==> config.mk <==
export PLATFORM = sky130hd
export DESIGN_NAME = pipelined_decode_stage
export DESIGN_NICKNAME = d
export VERILOG_FILES = /design/src/rtl/pipelined_decode_stage.sv
export SDC_FILE = /design/constraint.sdc
export NUM_CORES = 1
export LEC_CHECK = 0
export CAP_MARGIN = 5
export CORE_MARGIN = 2
export CORE_UTILIZATION = 45
export CTS_CLUSTER_SIZE = 8
export DETAILED_ROUTE_END_ITERATION = 10
export GPL_ROUTABILITY_DRIVEN = 0
export PLACE_DENSITY = 0.7
export SETUP_SLACK_MARGIN = 0.15
export SYNTH_ARGS = -nofsm -noshare
export SYNTH_HDL_FRONTEND = slang
export SYNTH_SLANG_ARGS = --single-unit
==> constraint.sdc <==
create_clock -name clk -period 2.45 [get_ports clk]
set_input_delay 0.6125 -clock clk [delete_from_list [all_inputs] [get_ports clk]]
set_output_delay 0.6125 -clock clk [all_outputs]
set_load 0.05 [all_outputs]
==> src/rtl/pipelined_decode_stage.sv <==
// Registered, handshaked instruction decode stage: one output register plus one skid entry,
// with issue held off while a multi-cycle divide/sqrt occupies the datapath.
module pipelined_decode_stage #(
  parameter int NUM_FALU = 4,
  parameter int IMM_W    = 2,
  parameter int DIV_LAT  = 8
) (
  input  logic                  clk,
  input  logic                  rst,
  input  logic                  in_valid,
  output logic                  in_ready,
  input  logic [5:0]            in_opcode,
  input  logic [IMM_W-1:0]      in_imm,
  output logic                  out_valid,
  input  logic                  out_ready,
  output logic [5:0]            out_opcode,
  output logic [IMM_W-1:0]      out_imm,
  output logic                  out_int_alu_en,
  output logic                  out_int_op2_sel,
  output logic [NUM_FALU-1:0]   out_falu_en,
  output logic [NUM_FALU-1:0]   out_falu_op1_sel,
  output logic [2*NUM_FALU-1:0] out_falu_op2_sel,
  output logic                  out_vreduce_en,
  output logic [2:0]            out_scalar_out_sel,
  output logic [2:0]            out_memory_op,
  output logic                  out_illegal,
  output logic                  err_illegal,
  output logic                  busy
);

  localparam int CNT_W = (DIV_LAT > 1) ? $clog2(DIV_LAT) : 1;
  localparam logic [CNT_W-1:0] CNT_RELOAD = CNT_W'(DIV_LAT - 1);

  typedef struct packed {
    logic [5:0]            opcode;
    logic [IMM_W-1:0]      imm;
    logic                  int_alu_en;
    logic                  int_op2_sel;
    logic [NUM_FALU-1:0]   falu_en;
    logic [NUM_FALU-1:0]   falu_op1_sel;
    logic [2*NUM_FALU-1:0] falu_op2_sel;
    logic                  vreduce_en;
    logic [2:0]            scalar_out_sel;
    logic [2:0]            memory_op;
    logic                  illegal;
    logic                  long_op;
  } bundle_t;

  bundle_t              dec;
  bundle_t              out_q, out_d;
  bundle_t              skid_q, skid_d;
  logic                 out_full_q, out_full_d;
  logic                 skid_full_q, skid_full_d;
  logic [CNT_W-1:0]     cnt_q, cnt_d;
  logic                 err_q, err_d;
  logic [NUM_FALU-1:0]  lane_hit;
  logic [2*NUM_FALU-1:0] lane_put_sel;
  logic                 imm_in_range;
  logic                 issue;
  logic                 accept;
  logic                 out_load;

  // Lane addressed by the immediate for the scalar<->lane transfer ops.
  for (genvar gi = 0; gi < NUM_FALU; gi++) begin : g_lane
    assign lane_hit[gi]             = (32'(in_imm) == gi);
    assign lane_put_sel[2*gi +: 2]  = lane_hit[gi] ? 2'b11 : 2'b00;
  end

  assign imm_in_range = (32'(in_imm) < NUM_FALU);

  always_comb begin
    dec        = '0;
    dec.opcode = in_opcode;
    dec.imm    = in_imm;
    case (in_opcode) inside
      6'b0000??, 6'b000101: begin
        dec.falu_en = '1;
      end
      6'b0010??: begin
        dec.falu_en      = '1;
        dec.falu_op2_sel = {NUM_FALU{2'b01}};
      end
      6'b0011??, 6'b0110??: begin
        dec.int_alu_en     = 1'b1;
        dec.scalar_out_sel = 3'b001;
      end
      6'b1010??: begin
        dec.int_alu_en     = 1'b1;
        dec.int_op2_sel    = 1'b1;
        dec.scalar_out_sel = 3'b001;
      end
      6'b0100??, 6'b010101: begin
        dec.falu_en[0]         = 1'b1;
        dec.falu_op1_sel[0]    = 1'b1;
        dec.falu_op2_sel[1:0]  = 2'b01;
        dec.scalar_out_sel     = 3'b010;
      end
      6'b100110: begin
        dec.falu_en[0]         = 1'b1;
        dec.falu_op1_sel[0]    = 1'b1;
        dec.falu_op2_sel[1:0]  = 2'b10;
        dec.scalar_out_sel     = 3'b010;
      end
      6'b100111: begin
        if (imm_in_range) begin
          dec.falu_en      = lane_hit;
          dec.falu_op2_sel = lane_put_sel;
        end else begin
          dec.illegal = 1'b1;
        end
      end
      6'b100101: begin
        if (imm_in_range) dec.scalar_out_sel = 3'b100;
        else              dec.illegal        = 1'b1;
      end
      6'b100100: begin
        dec.vreduce_en     = 1'b1;
        dec.scalar_out_sel = 3'b101;
      end
      6'b10001?: begin
        dec.int_alu_en     = 1'b1;
        dec.scalar_out_sel = 3'b110;
      end
      6'b101100: begin
        dec.memory_op      = 3'b001;
        dec.scalar_out_sel = 3'b011;
      end
      6'b111100: dec.memory_op = 3'b010;
      6'b101111: dec.memory_op = 3'b011;
      6'b111111: dec.memory_op = 3'b100;
      6'b1100??, 6'b110100, 6'b110110, 6'b110111, 6'b111000, 6'b111011: begin
      end
      default: dec.illegal = 1'b1;
    endcase
    dec.long_op = (in_opcode inside {6'b000011, 6'b001011, 6'b010011,
                                     6'b011011, 6'b101011, 6'b100110});
  end

  assign out_valid = out_full_q && (cnt_q == '0);
  assign issue     = out_valid && out_ready;
  assign in_ready  = !skid_full_q;
  assign accept    = in_valid && !skid_full_q;
  assign out_load  = !out_full_q || issue;

  always_comb begin
    out_d       = out_q;
    out_full_d  = out_full_q;
    skid_d      = skid_q;
    skid_full_d = skid_full_q;
    cnt_d       = cnt_q;
    err_d       = err_q;
    // Skid entry has priority into the output register to keep program order.
    if (out_load) begin
      if (skid_full_q) begin
        out_d       = skid_q;
        out_full_d  = 1'b1;
        skid_full_d = 1'b0;
      end else if (accept) begin
        out_d      = dec;
        out_full_d = 1'b1;
      end else begin
        out_full_d = 1'b0;
      end
    end else if (accept) begin
      skid_d      = dec;
      skid_full_d = 1'b1;
    end
    if (issue && out_q.long_op) begin
      cnt_d = CNT_RELOAD;
    end else if (cnt_q != '0) begin
      cnt_d = cnt_q - 1'b1;
    end
    if (issue && out_q.illegal) begin
      err_d = 1'b1;
    end
  end

  always_ff @(posedge clk or posedge rst) begin
    if (rst) begin
      out_q       <= '0;
      out_full_q  <= 1'b0;
      skid_q      <= '0;
      skid_full_q <= 1'b0;
      cnt_q       <= '0;
      err_q       <= 1'b0;
    end else begin
      out_q       <= out_d;
      out_full_q  <= out_full_d;
      skid_q      <= skid_d;
      skid_full_q <= skid_full_d;
      cnt_q       <= cnt_d;
      err_q       <= err_d;
    end
  end

  assign out_opcode         = out_q.opcode;
  assign out_imm            = out_q.imm;
  assign out_int_alu_en     = out_q.int_alu_en;
  assign out_int_op2_sel    = out_q.int_op2_sel;
  assign out_falu_en        = out_q.falu_en;
  assign out_falu_op1_sel   = out_q.falu_op1_sel;
  assign out_falu_op2_sel   = out_q.falu_op2_sel;
  assign out_vreduce_en     = out_q.vreduce_en;
  assign out_scalar_out_sel = out_q.scalar_out_sel;
  assign out_memory_op      = out_q.memory_op;
  assign out_illegal        = out_q.illegal;
  assign err_illegal        = err_q;
  assign busy               = (cnt_q != '0);

endmodule

After elaboration in Yosys (flattened, before gate mapping)
Index checks and enable logic that the tools add are counted.
W data, S select, Z words.
- register bits after elaboration: 73
- bits of input ports: 12
- output and inout bits: 38
- logic and storage cells: 191
- add/sub/neg operators: 1
- equal/unequal tests: 30
- muxes and demuxes: 109
- bitwise logic cells: 1
- reductions and logical operators: 22
- operators with widths (cell ; number):
    $mux W3 ; 33
    $eq A6 B6 Y1 const B ; 14
    $mux W35 ; 2
    $mux W1 ; 55
    $mux W6 ; 7
    $mux W2 ; 12
    $eq A6 B5 Y1 const B ; 3
    $eq A4 B2 Y1 const B ; 2
    $eq A4 B3 Y1 const B ; 2
    $eq A4 B4 Y1 const B ; 2
    $eq A6 B2 Y1 const B ; 1
    $eq A6 B3 Y1 const B ; 1
    $eq A6 B4 Y1 const B ; 1
    $reduce_bool A2 Y1 ; 3
    $reduce_bool A6 Y1 ; 1
    $reduce_or A2 Y1 ; 3
    $reduce_or A6 Y1 ; 1
    $eq A5 B5 Y1 const B ; 1
    $logic_and A1 B1 Y1 ; 5
    $eq A2 B2 Y1 const B ; 2
    $logic_not A4 Y1 ; 1
    $reduce_and A2 Y1 ; 2
    $logic_not A3 Y1 ; 1
    $reduce_bool A3 Y1 ; 1
    other kinds (6) ; 7

Logic depth before layout (Yosys ltp)
Gate-level depths: netlist of run 1.
- depth after elaboration: 19
- gate-level depth with buffers: 8
- gate-level depth less buffers: 6

Least setup slack after synthesis of run 1
OpenSTA, ideal clock, no wires.
- kind: reg2out
- from: reg cnt_q[0]
- to: out out_valid
- arrival: 1.837 ns
- data required time: 1.837 ns
- path slack: 0.001 ns
- stages on the path, launching flop included: 5
- path buffers: 0
- cells stage by stage: dfrtp_1 > inv_1 > ha_1 > nand2b_1 > nor2_1
- word-level cells in the longest chain between the ends: 2
- RTL lines (element ; RTL line ; source):
    start: declaration ; 54 ; logic [CNT_W-1:0] cnt_q, cnt_d;
    start signal: assignment ; 191 ; cnt_q <= cnt_d;
    $logic_not A3 Y1 ; 139 ; assign out_valid = out_full_q && (cnt_q == '0);
    $logic_and A1 B1 Y1 ; 139 ;
    end: declaration ; 14 ; output logic out_valid,
Every way passes these cells.

Worst setup path after layout of run 1
- from: reg out_q, in the netlist out_illegal
- to: out out_illegal
- RTL lines (element ; RTL line ; source):
    start: declaration ; 50 ; bundle_t out_q, out_d;
    start signal: assignment ; 187 ; out_q <= out_d;
    end: declaration ; 26 ; output logic out_illegal,
No word-level cell between the ends.

==> flow_summary_export.csv, run 1 <==
group,metric,value,unit
sta,rsz0062_at_grt,"false",
critical_path,crit_path_top_delay_cell,"clkdlybuf4s50_1",
clock_tree,cts-root-buf,"clkbuf_8",
critical_path,cp.required,1.84,ns
global_route,antenna_found_initial,0,
logic_synthesis,yosysSeqAreaShare,48.1,%
clock_tree,ctsHoldBuffers,0,
layout,areaGrowthSynthToFinish,20.0,%
critical_path,cpPeakStageDelay,0.82,ns
sta,fin_tns_setup,0,ns
critical_path,crit_path_start_kind,"flip-flop",
hold_path,min_path_cells,1,
logic_synthesis,ys_ff_latch,70,
sta,hold_viol_final,0,
power,ir_worst_vdd,0.495,mV
sta,finalCriticalPeriod,2.17,ns
die,die_h,94.0,um
layout,drive_gt1_share,13.0,%
clock_tree,cts_buffers,9,
clock_tree,clkTransAtPathRegs,0.08,ns
logic_synthesis,synthTopCellsByArea,"dfrtp_1, nand2_1, buf_4",
logic_synthesis,synth_largest_area_cell,"dfrtp_1",
global_route,grt_first_pass_wirelength,13900,um
detailed_routing,drcViolationCount,0,
clock_tree,clk_latency,0.35,ns
die,die_w,94.0,um
place,dpl.hpwl,5740,um
sta,worstMarginPinSlew,0.564,ns
die,rows,32,
global_route,overflow,0,
sta,setup_violations,0,
die,start_util,46.9,%
outcome,status,"finished clean",
logic_synthesis,syn-instance-count,412,
logic_synthesis,yosys.cell_types.count,46,
layout,final_cells,549,
global_route,grt_max_degree,55,
layout,antenna_cells,0,
critical_path,critical_path.top_delay_family,"buffers and inverters",
power,power_leakage,1.91,nW
run,maxCapViolCount,0,
die,ioPinCount,50,
critical_path,path_cells,"clkdlybuf4s50_1",
die,dieArea,8840,um2
clock_tree,clock_sinks,70,
logic_synthesis,synth_edf_count,0,
global_route,grt_pass1_vias,2844,
clock_tree,clock_tree.buffer_depth,2,
logic_synthesis,synth.top_cell.area_share,48.1,%
detailed_routing,routed-via-count,2967,
detailed_routing,post_drt_wl_per_cell,15.3,um
critical_path,worst-setup-path-type,"flip-flop to output pin",
clock_tree,htree_levels,3,
detailed_routing,dr.first_iter.drc_count,193,
logic_synthesis,synth_area,3640,um2
global_route,grt_usage,20.5,%
clock_tree,cts_tree,"yes",
hold_path,hp-class,"flip-flop to flip-flop",
place,place_inst,534,
place,portBuffers,46,
detailed_routing,detail-route-antenna-nets,0,
critical_path,crit_fanout,3,
critical_path,cp.depth,1,
logic_synthesis,synthTopCellsByCount,"nand2_1, dfrtp_1, o21ai_1, buf_4",
power,power.density,1160,nW/um2
sta,finalMaxSlewViolations,0,
logic_synthesis,async_flop_share,100,%
critical_path,cp.arrival,1.56,ns
critical_path,rr_worst_depth,7,
logic_synthesis,ys_warn_count,0,
critical_path,crit_path_end_kind,"output pin",
critical_path,critPathBufInv,1,
die,coreArea,7770,um2
sta,slew_headroom,62.4,%
sta,fin_skew,0.0104,ns
logic_synthesis,yosysMostFrequentCell,"nand2_1",
sta,fin_crit_sh,88.7,%
detailed_routing,dr.pass1.iters,4,
detailed_routing,vias_per_cell,5.40,
detailed_routing,wl,8400,um
logic_synthesis,synth-main-ff-cell,"dfrtp_1",
sta,fmax,460,MHz
logic_synthesis,synth_area_per_cell,8.85,um2
layout,nets,457,
==> registers in the layout, summed over array words and instances, names as in the netlist <==
signal,cells
cnt_q,3
err_illegal,1
out_falu_en,4
out_falu_op1_sel,1
out_falu_op2_sel,8
out_full_q,1
out_illegal,1
out_imm,2
out_int_alu_en,1
out_int_op2_sel,1
out_memory_op,3
out_opcode,6
out_q,1
out_scalar_out_sel,3
out_vreduce_en,1
skid_full_q,1
skid_q,32
==> layout by cell type, fill, tap and decap left out, types with 8 or more instances in the layout <==
| master | netlist | layout |
|---|---|---|
| nor3_1 | 13 | 13 |
| dfrtp_1 | 70 | 70 |
| clkdlybuf4s50_1 | 0 | 43 |
| nor4_1 | 8 | 8 |
| a21oi_1 | 20 | 20 |
| buf_4 | 30 | 30 |
| mux2i_1 | 9 | 9 |
| o21ai_0 | 12 | 12 |
| nand2_1 | 84 | 84 |
| nor2_1 | 21 | 20 |
| o21ai_1 | 32 | 32 |
| clkbuf_8 | 0 | 9 |
==> final timing paths <==
| kind | startpoint | end | slack (ns) |
|---|---|---|---|
| max reg2reg | cnt_q[0] | out_memory_op[2] | 0.52 |
| min in group asynchronous | rst | cnt_q[2] | 0.59 |
| max in group asynchronous | rst | out_memory_op[2] | 1.26 |
| min reg2reg | err_illegal | err_illegal | 0.47 |
| max | out_illegal | out_illegal | 0.28 |
| min | err_illegal | err_illegal | 0.47 |
==> power breakdown <==
part	total (mW)	switching, mW	internal, mW
Clock	0.907	0.443	0.464
Sequential	1.81	0.231	1.58
Combinational	2.35	1.53	0.820
==> cells by family (layout without fill, tap and decap cells) <==
family | after synthesis | count (layout) | synth area share, %
AND/OR/NAND/NOR | 165 | 165 | 22.1
AO/OA/AOI/OAI | 97 | 97 | 15.9
flip-flops | 70 | 70 | 48.1
buffers and inverters | 65 | 98 | 9.96
multiplexers | 9 | 9 | 2.47
XOR/XNOR | 3 | 3 | 0.721
adder cells (fa/ha/maj) | 2 | 2 | 0.686
other | 1 | 3 | 0.103
==> cell type report <==
| type | instances | area, um2 |
|---|---|---|
| fillers | 723 | 3390 |
| flip-flops and latches | 70 | 1750 |
| multi-input cells | 279 | 1550 |
| repair buffers | 77 | 736 |
| well taps | 102 | 128 |
| clock buffers | 9 | 124 |
| clock inverters | 6 | 62.6 |
| inverters | 6 | 26.3 |
==> stage by stage <==
stage	instance area (um2)	power (mW)	hold WS [ns]	utilization [%]	setup slack (ns)
3_5_place_dp	4180	4.19	0.452	53.8	0.0463
4_1_cts	4370	5.11	0.471	56.2	0.206
6_report	4380	5.07	0.466	56.3	0.277
2_1_floorplan	3660	3.67	0.441	-	0.231
3_3_place_gp	4180	4.14	0.449	53.8	0.0795
5_1_grt	4380	5.38	0.499	56.3	0.210
==> routing by layer <==
| metal | up-vias | wire, um | track usage, % |
|---|---|---|---|
| met3 | 16 | 361 | 4.17 |
| li1 | 1456 | - | - |
| met2 | 69 | 3960 | 32.0 |
| met1 | 1426 | 3910 | 27.6 |
| met5 | - | 0 | 0 |
| met4 | 0 | 172 | 9.30 |
==> timing repair <==
item / in CTS / in global routing
gates resized for setup: 0 / 2
setup buffers: 0 / 0
setup endpoints to repair: 0 / 1
Power figures use the tool's default switching activity.
==> inputs of run 2 (changes only) <==
--- a/config.mk
+++ b/config.mk
@@ -5,6 +5,7 @@
 export SDC_FILE = /design/constraint.sdc
 export NUM_CORES = 1
 export LEC_CHECK = 0
+export ABC_AREA = 1
 export CAP_MARGIN = 5
 export CORE_MARGIN = 2
 export CORE_UTILIZATION = 45
==> run 2 against run 1 <==
- non-clock buffer count shrank 23
- final cell count grew 4.9%
- core utilization is 3.2 points lower
- highest routed layer unchanged
- fmax decreased by 0.71%
- worst setup slack got worse by 0.016 ns
==> flow_summary_export.csv, run 2 <==
group,metric,value,unit
critical_path,worst-setup-path-type,"flip-flop to output pin",
global_route,grt_first_pass_wirelength,13400,um
global_route,antenna_found_initial,0,
layout,regArea,1750,um2
critical_path,critical_path.top_delay_family,"buffers and inverters",
clock_tree,ctsHoldBuffers,0,
detailed_routing,post_drt_wl_per_cell,13.7,um
sta,rsz0062_at_grt,"false",
clock_tree,htree_levels,3,
layout,antenna_cells,0,
layout,final_common_cell,"nand2_1",
critical_path,cpPeakStageDelay,0.82,ns
power,power.density,1300,nW/um2
clock_tree,clkTransAtPathRegs,0.07,ns
sta,setup_violations,0,
die,coreArea,7730,um2
sta,finalCriticalPeriod,2.19,ns
hold_path,hold_end,"err_illegal",
logic_synthesis,synth.top_cell.area_share,49.0,%
die,start_util,46.2,%
die,rows,32,
logic_synthesis,ys_warn_count,0,
logic_synthesis,yosysSeqAreaShare,49.0,%
sta,fmax,457,MHz
sta,hold_viol_final,0,
layout,postLayoutCellArea,4110,um2
critical_path,crit_path_top_delay_cell,"clkdlybuf4s50_1",
layout,areaGrowthSynthToFinish,15.0,%
run,maxCapViolCount,0,
place,dpl.hpwl,5600,um
logic_synthesis,yosys.cell_types.count,28,
logic_synthesis,synthTopCellsByCount,"nand2_1, dfrtp_1, nor2_1, buf_4, o21ai_0",
die,ioPinCount,50,
clock_tree,clock_tree.buffer_depth,2,
detailed_routing,wl,7900,um
power,ir_worst_vdd,0.604,mV
layout,final_cell_mix,"nand2_1, dfrtp_1, clkdlybuf4s50_1",
logic_synthesis,syn-instance-count,453,
layout,largest_reg_flops,32,
clock_tree,clock_sinks,70,
critical_path,crit_fanout,3,
critical_path,rr_worst_depth,11,
power,power_leakage,2.03,nW
hold_path,hold_start,"err_illegal",
critical_path,crit_path_end_kind,"output pin",
logic_synthesis,synth_largest_area_cell,"dfrtp_1",
detailed_routing,vias_per_cell,5.04,
sta,slew_headroom,60.0,%
critical_path,crit_path_start_kind,"flip-flop",
place,post-place-ws,0.139,ns
global_route,grt_pass1_vias,2782,
logic_synthesis,synthTopCellsByArea,"dfrtp_1, nand2_1, buf_4",
layout,nets,484,
sta,finalMaxSlewViolations,0,
clock_tree,cts_buffers,9,
logic_synthesis,async_flop_share,100,%
layout,final_cells,576,
detailed_routing,routed-via-count,2905,
sta,fin_skew,0.00642,ns
global_route,grt_max_degree,35,
critical_path,cp.required,1.84,ns
place,place_inst,561,
logic_synthesis,yosysMostFrequentCell,"nand2_1",
layout,utilization,53.2,%
detailed_routing,dr.first_iter.drc_count,209,
outcome,status,"finished clean",
detailed_routing,detail-route-antenna-nets,0,
layout,multi_input_area,1360,um2
hold_path,min_path_cells,1,
clock_tree,cts-root-buf,"clkbuf_8",
logic_synthesis,synth_area_per_cell,7.89,um2
hold_path,hp-class,"flip-flop to flip-flop",
layout,drive_gt1_share,9.49,%
global_route,overflow,0,
die,dieArea,8670,um2
critical_path,path_cells,"clkdlybuf4s50_1",
die,die_w,93.1,um
die,die_h,93.1,um
place,portBuffers,46,
logic_synthesis,ys_ff_latch,70,
critical_path,reg2reg_from,"cnt_q[0]",
critical_path,critPathBufInv,1,
clock_tree,clk_latency,0.35,ns
critical_path,reg2reg_to,"skid_q[6]",
logic_synthesis,synth-main-ff-cell,"dfrtp_1",
critical_path,r2r_setup_slack,0.53,ns
clock_tree,cts_tree,"yes",
detailed_routing,dr.pass1.iters,4,
sta,fin_crit_sh,89.3,%
layout,n_fill_cell,725,
sta,fin_tns_setup,0,ns
sta,setup_ws,0.261,ns
sta,worstMarginPinSlew,0.598,ns
logic_synthesis,synth_edf_count,0,
place,placed_area,3920,um2
critical_path,cp.arrival,1.58,ns
detailed_routing,drcViolationCount,0,
logic_synthesis,synth_area,3570,um2
layout,max_flop_register,"skid_q",
global_route,grt_usage,19.9,%
-- run 2: cell types whose count changed after synthesis, sizes merged, moves of 5 or more --
cell    delta
o211ai     -6
a211oi     -6
nor3      -12
nand2b     -7
buf        +7
clkbuf    -16
nand3b     -5
mux2i      -9
nand3     +13
nor4       -8
inv       +23
nor2      +26
nand2     +71
-- run 2: where the power goes --
part	internal (mW)	switching [mW]
registers	1.60	0.246
clock network	0.489	0.420
logic	0.838	1.75
-- run 2: area by class of cell --
cell class / instances / share of cell area [%]
repair buffers: 54 / 13.7
inverters: 30 / 2.83
well taps: 102 / 3.11
multi-input cells: 305 / 33.1
flip-flops and latches: 70 / 42.6
clock inverters: 4 / 1.16
clock buffers: 11 / 3.44
-- run 2: worst max path at each step --
stage / end / startpoint / cells after the start / slack (ns)
2_1_floorplan: out_valid / cnt_q[0] / 6 / 0.31
3_3_place_gp: out_illegal / in_opcode[2] / 12 / 0.15
3_5_place_dp: out_illegal / in_opcode[2] / 12 / 0.14
4_1_cts: out_valid / cnt_q[0] / 7 / 0.18
5_1_grt: out_valid / cnt_q[0] / 7 / 0.19
6_report: out_illegal / out_illegal / 1 / 0.26
-- run 2: repair_timing --
action / CTS / global route
setup endpoints to repair: 0 / 1
gates resized for setup: 0 / 2
buffers inserted: 0 / 0
-- run 2: cells by family (layout without fill, tap and decap cells) --
kind of cell | after synthesis | after routing | synth area share (%)
and+or+nand+nor | 223 | 223 | 25.5
DFF | 70 | 70 | 49.0
other | 1 | 3 | 0.105
AOI/OAI and AO/OA | 76 | 76 | 11.2
buffers and inverters | 80 | 99 | 13.3
xor gates and xnor gates | 1 | 1 | 0.245
adders and majority gates | 2 | 2 | 0.700
-- run 2: through the flow --
step | hold WS (ns) | power (mW)
floorplan | 0.444 | 3.96
global placement | 0.456 | 4.42
detailed placement | 0.462 | 4.47
CTS | 0.479 | 5.39
global route | 0.494 | 5.68
finish | 0.476 | 5.35
-- run 2: layer usage --
layer | up-vias | share of wire, % | GRT usage [%]
met5 | - | 0 | 0
met4 | 0 | 0.91 | 6.62
met3 | 7 | 6.2 | 3.46
met2 | 94 | 46 | 30.9
met1 | 1363 | 47 | 28.4
li1 | 1441 | - | -
-- run 2: worst reg2reg max path, cell delays in order (launching register included) --
cell and delay, ns:
dfrtp_1 0.38, inv_1 0.10, ha_1 0.15, inv_1 0.04, nor2_2 0.16, nand3_1 0.11
nand2_2 0.11, inv_1 0.06, nand3_2 0.18, inv_1 0.29, nand2_1 0.13, o21ai_0 0.09
